**src/rtl/halt_pkg.sv**
```systemverilog
// Shared types and constants for the halt controller.
package halt_pkg;

  typedef enum logic [1:0] {
    S_RUN,
    S_DRAIN,
    S_HALTED
  } halt_state_t;

  localparam int unsigned HALT_CODE_OK = 0;

endpackage

```
**src/rtl/halt_cycle_counter.sv**
```systemverilog
// Saturating count of cycles with the core enabled.
module halt_cycle_counter #(
  parameter int CNT_WIDTH = 32
) (
  input  logic                 clk,
  input  logic                 rst,
  input  logic                 en,
  output logic [CNT_WIDTH-1:0] count
);

  always_ff @(posedge clk) begin
    if (!rst) begin
      count <= '0;
    end else if (en && (count != '1)) begin
      count <= count + CNT_WIDTH'(1);
    end
  end

endmodule

```
**src/rtl/halt_ctrl.sv**
```systemverilog
// Halt decode, pipeline drain and sticky exit status for the core.
// HALT_CYCLE_COUNT_EN builds the RUN cycle counter behind CYCLES.
module halt_ctrl
  import halt_pkg::*;
#(
  parameter int OP_WIDTH     = 32,
  parameter int CODE_WIDTH   = 3,
  parameter int DRAIN_CYCLES = 2,
  parameter int CNT_WIDTH    = 32
) (
  input  logic                  clk,
  input  logic                  rst,
  input  logic [OP_WIDTH-1:0]   OP_CODE,
  input  logic                  HALT,
  input  logic                  RESUME,
  output logic                  RUN,
  output logic                  OK,
  output logic                  ERROR,
  output logic [CODE_WIDTH-1:0] EXIT_CODE,
  output logic [CNT_WIDTH-1:0]  CYCLES
);

  localparam int DW =
    (DRAIN_CYCLES > 1) ? $clog2(DRAIN_CYCLES) : 1;
  localparam int DLOAD =
    (DRAIN_CYCLES > 0) ? DRAIN_CYCLES - 1 : 0;
  localparam logic [DW-1:0] DRAIN_LOAD = DW'(DLOAD);
  localparam logic [CODE_WIDTH-1:0] CODE_OK =
    CODE_WIDTH'(HALT_CODE_OK);

  halt_state_t           state;
  logic [DW-1:0]         drain_cnt;
  logic [CODE_WIDTH-1:0] code;
  logic                  unused_op;

  assign code = OP_CODE[CODE_WIDTH-1:0];

  // Opcode bits above the code field never reach the status.
  generate
    if (OP_WIDTH > CODE_WIDTH) begin : g_upper
      assign unused_op = ^OP_CODE[OP_WIDTH-1:CODE_WIDTH];
    end else begin : g_no_upper
      assign unused_op = 1'b0;
    end
  endgenerate

  always_ff @(posedge clk) begin
    if (!rst) begin
      state     <= S_RUN;
      RUN       <= 1'b1;
      OK        <= 1'b0;
      ERROR     <= 1'b0;
      EXIT_CODE <= '0;
      drain_cnt <= '0;
    end else begin
      unique case (state)
        S_RUN: begin
          if (HALT) begin
            EXIT_CODE <= code;
            RUN       <= 1'b0;
            if (DRAIN_CYCLES == 0) begin
              state <= S_HALTED;
              OK    <= (code == CODE_OK);
              ERROR <= (code != CODE_OK);
            end else begin
              state     <= S_DRAIN;
              drain_cnt <= DRAIN_LOAD;
            end
          end
        end
        S_DRAIN: begin
          if (drain_cnt == '0) begin
            state <= S_HALTED;
            OK    <= (EXIT_CODE == CODE_OK);
            ERROR <= (EXIT_CODE != CODE_OK);
          end else begin
            drain_cnt <= drain_cnt - DW'(1);
          end
        end
        S_HALTED: begin
          // Core is stopped here, so a concurrent HALT is stale.
          if (RESUME) begin
            state <= S_RUN;
            RUN   <= 1'b1;
            OK    <= 1'b0;
            ERROR <= 1'b0;
          end
        end
        default: begin
          state <= S_RUN;
          RUN   <= 1'b1;
          OK    <= 1'b0;
          ERROR <= 1'b0;
        end
      endcase
    end
  end

`ifdef HALT_CYCLE_COUNT_EN
  halt_cycle_counter #(
    .CNT_WIDTH (CNT_WIDTH)
  ) u_cycles (
    .clk   (clk),
    .rst   (rst),
    .en    (RUN),
    .count (CYCLES)
  );
`else
  assign CYCLES = '0;
`endif

endmodule

```
**config.mk**
```make
export PLATFORM = sky130hd
export DESIGN_NAME = halt_ctrl
export DESIGN_NICKNAME = d
export VERILOG_FILES = /design/src/rtl/halt_pkg.sv /design/src/rtl/halt_cycle_counter.sv /design/src/rtl/halt_ctrl.sv
export SDC_FILE = /design/constraint.sdc
export NUM_CORES = 1
export LEC_CHECK = 0
export ABC_AREA = 1
export CAP_MARGIN = 0
export CELL_PAD_IN_SITES_DETAIL_PLACEMENT = 1
export CELL_PAD_IN_SITES_GLOBAL_PLACEMENT = 2
export CORE_ASPECT_RATIO = 1.5
export CORE_UTILIZATION = 11
export CTS_BUF_LIST = sky130_fd_sc_hd__clkbuf_16
export CTS_CLUSTER_DIAMETER = 60
export CTS_CLUSTER_SIZE = 30
export DETAILED_ROUTE_END_ITERATION = 8
export PLACE_DENSITY_LB_ADDON = 0.1
export REMOVE_ABC_BUFFERS = 1
export SLEW_MARGIN = 5
export SYNTH_ARGS = -nofsm -noshare
export SYNTH_HDL_FRONTEND = slang
export SYNTH_HIERARCHICAL = 1
export SYNTH_SLANG_ARGS = --single-unit
```
**constraint.sdc**
```tcl
create_clock -name clk -period 1.1 [get_ports clk]
set_clock_uncertainty 0.15 [all_clocks]
set_input_delay 0.22 -clock clk [delete_from_list [all_inputs] [get_ports clk]]
set_output_delay 0.22 -clock clk [all_outputs]
set_load 0.03 [all_outputs]
```
==> flow_summary_export.csv <==
group,metric,value,unit
status,status,"finished clean",
timing,setup_tns,0,ns
placement,gp_congestion,0.626,
floorplan,num_rows,33,
placement,placed_area,747,µm²
yosys,synth_enable_flop_cells,0,
yosys,synth_ff_type,"dfxtp_1",
drt,first_pass_iters,2,
grt,grt.total_usage,0.0457,
setup_path,critPathSlowestCell,"dfxtp_4",
setup_path,crit_fanout,3,
timing,timing.final.crit_share,0.993,
final_layout,drive_above_1_share,0.307,
final_layout,finalInstanceArea,870,µm²
timing,fmax,915,MHz
yosys,synth_commonest_cells,"buf_4 (32), nand2_1 (10), dfxtp_1 (9)",
clock_network,cts_tree,"yes",
drt,first_iter_violations,8,
setup_path,cp.required,0.73,ns
clock_network,clock_latency,0.23,ns
yosys,synthArstFlopShare,0,
yosys,synth.most_common_cell,"buf_4",
yosys,synth_seq_area_share,0.286,
floorplan,dieArea,6050,µm²
yosys,syn_area,631,µm²
placement,io_buffer_count,12,
drt,vias_per_cell,2.75,
floorplan,die_h,94.7,µm
yosys,ys_types,15,
min_path,hold_path.class,"flop to flop",
clock_network,cts_root_buf,"clkbuf_16",
pwr,peakVddDrop,0.347,mV
grt,grt_pass1_wl,1.99,mm
clock_network,cts.path.max_buffers,2,
pwr,powerDensity,1640,nW/µm²
drt,wl,1.32,mm
setup_path,cp_cell_sequence,"buf_12",
setup_path,cp.buffers_inverters,1,
floorplan,initial_core_util,0.115,
yosys,yosys-top-cells-area,"buf_4 (38%), dfxtp_1 (29%), nand2_1 (6.0%)",
yosys,syn_area_per_cell,7.51,µm²
final_layout,area_delta_synth_final,37.9,%
timing,grt_setup_unrepaired,"true",
drt,via_count,470,
timing,hold_viol_final,0,
grt,grt_max_degree,9,
setup_path,crit_path_start_kind,"flop",
final_layout,finish.utilization,0.158,
setup_path,crit_family,"flip-flops",
floorplan,io_pins,74,
flow_run,maxCapViolCount,0,
yosys,synth_seq_cells,9,
grt,grt_pass1_vias,455,
setup_path,timing_worst_setup_path_type,"flop to output pin",
setup_path,crit_arrival,0.72,ns
final_layout,nFillCells,670,
clock_network,clkSinkCount,9,
yosys,synth_top_cell_area_share,0.381,
yosys,syn_inst,84,
timing,final-setup-viol-count,0,
grt,antenna_found_initial,0,
setup_path,cp-end-kind,"output pin",
clock_network,cts_made_buffers,3,
drt,routedWlPerCell,7.69,µm
yosys,synth_top_area_cell,"buf_4",
placement,hpwlAfterDp,1.08,mm
clock_network,cts_setup_buffers,0,
clock_network,clkTransAtPathRegs,0.04,ns
yosys,yosys_warnings,6,
clock_network,h-tree-depth,1,
floorplan,chipWidth,63.8,µm
drt,drc,0,
pwr,power.leakage,0.411,nW
floorplan,fp.coreArea,5490,µm²
timing,finalCriticalPeriod,1.09,ns
grt,grt.overflow.total,0,
drt,drtAntennaViolNets,0,
final_layout,nets,138,
final_layout,antenna_cells,0,
setup_path,critical_path.max_stage_delay,0.35,ns
timing,drv_slew,0,
repair_timing:
action | in CTS | in global routing
pin swaps | 1 | 1
hold buffers | 0 | 0
resized for setup | 10 | 12
setup endpoints to repair | 9 | 10
worst reg2reg max path: stages, from the launching register on:
cell and delay [ns]:
dfxtp_2 0.33, inv_4 0.08, nand3_2 0.12, nand2_4 0.11
nand2_1 0.05, nand2_1 0.05, nor2_1 0.04
report_power, final:
| part | internal, W | total (W) | switching [W] |
|---|---|---|---|
| clock | 0.000476 | 0.000639 | 0.000164 |
| sequential | 0.000364 | 0.000394 | 0.0000295 |
| combinational | 0.000114 | 0.000390 | 0.000275 |
per-layer routing:
layer,part of all wire,up-vias,global-route usage
li1,-,228,-
met1,0.37,207,0.0468
met2,0.54,30,0.0771
met3,0.059,5,0.00725
met4,0.033,0,0.0455
met5,0,-,0
kinds of logic after synthesis:
group / Yosys count / share of synthesized area
buffers and inverters: 40 / 0.429
AND/OR/NAND/NOR: 23 / 0.181
AO/OA/AOI/OAI: 11 / 0.0992
flip-flops: 9 / 0.286
other: 1 / 0.00595
metrics by stage:
stage                     hold slack (ns)  power, W  setup slack [ns]  std cells
final                               0.307   0.00142           0.00720        171
after global routing                0.338   0.00150           -0.0249        171
after CTS                           0.310   0.00143          0.000431        171
after detailed placement            0.307  0.000770            -0.286        168
after global placement              0.303  0.000769            -0.279        168
after floorplan                     0.154  0.000654            0.0127         83
cells in the final DEF, fill, tap and decap left out:
master            n
inv_2             1
buf_6             5
nor2_1            5
dfxtp_1           2
clkdlybuf4s50_1   4
a21oi_1           6
a21oi_2           1
nand2_2           2
buf_4             1
inv_4             1
nor2_2            2
inv_1             7
dlygate4sd2_1     2
dfxtp_2           6
nand2_4           1
clkbuf_16         3
nand3_2           2
nand3_1           1
o21ai_2           1
nand2_1           9
a21o_2            1
dfxtp_4           1
buf_12            2
conb_1           32
o21ai_1           2
nand3_4           1
state kept, by name (all words and copies together) (netlist names):
signal / cells
EXIT_CODE: 3
RUN: 1
state: 2
drain_cnt: 1
OK: 1
ERROR: 1
final timing paths:
path / start / to / slack (ns) / depth (start not counted)
worst min register to register: RUN / RUN / 0.31 / 2
worst max register to register: state[1] / ERROR / 0.06 / 6
worst min-delay path: RUN / RUN / 0.31 / 2
worst max-delay path: EXIT_CODE[1] / EXIT_CODE[1] / 0.007 / 1
layout make-up:
type | count | area, µm² | area share
Timing Repair Buffer | 14 | 161 | 0.186
Clock inverter | 1 | 3.75 | 0.00432
Clock buffer | 3 | 75.1 | 0.0863
Sequential cell | 9 | 191 | 0.220
Tap cell | 70 | 87.6 | 0.101
Multi-Input combinational cell | 66 | 318 | 0.365
Inverter | 8 | 32.5 | 0.0374
(Power assumes the default switching activity.)
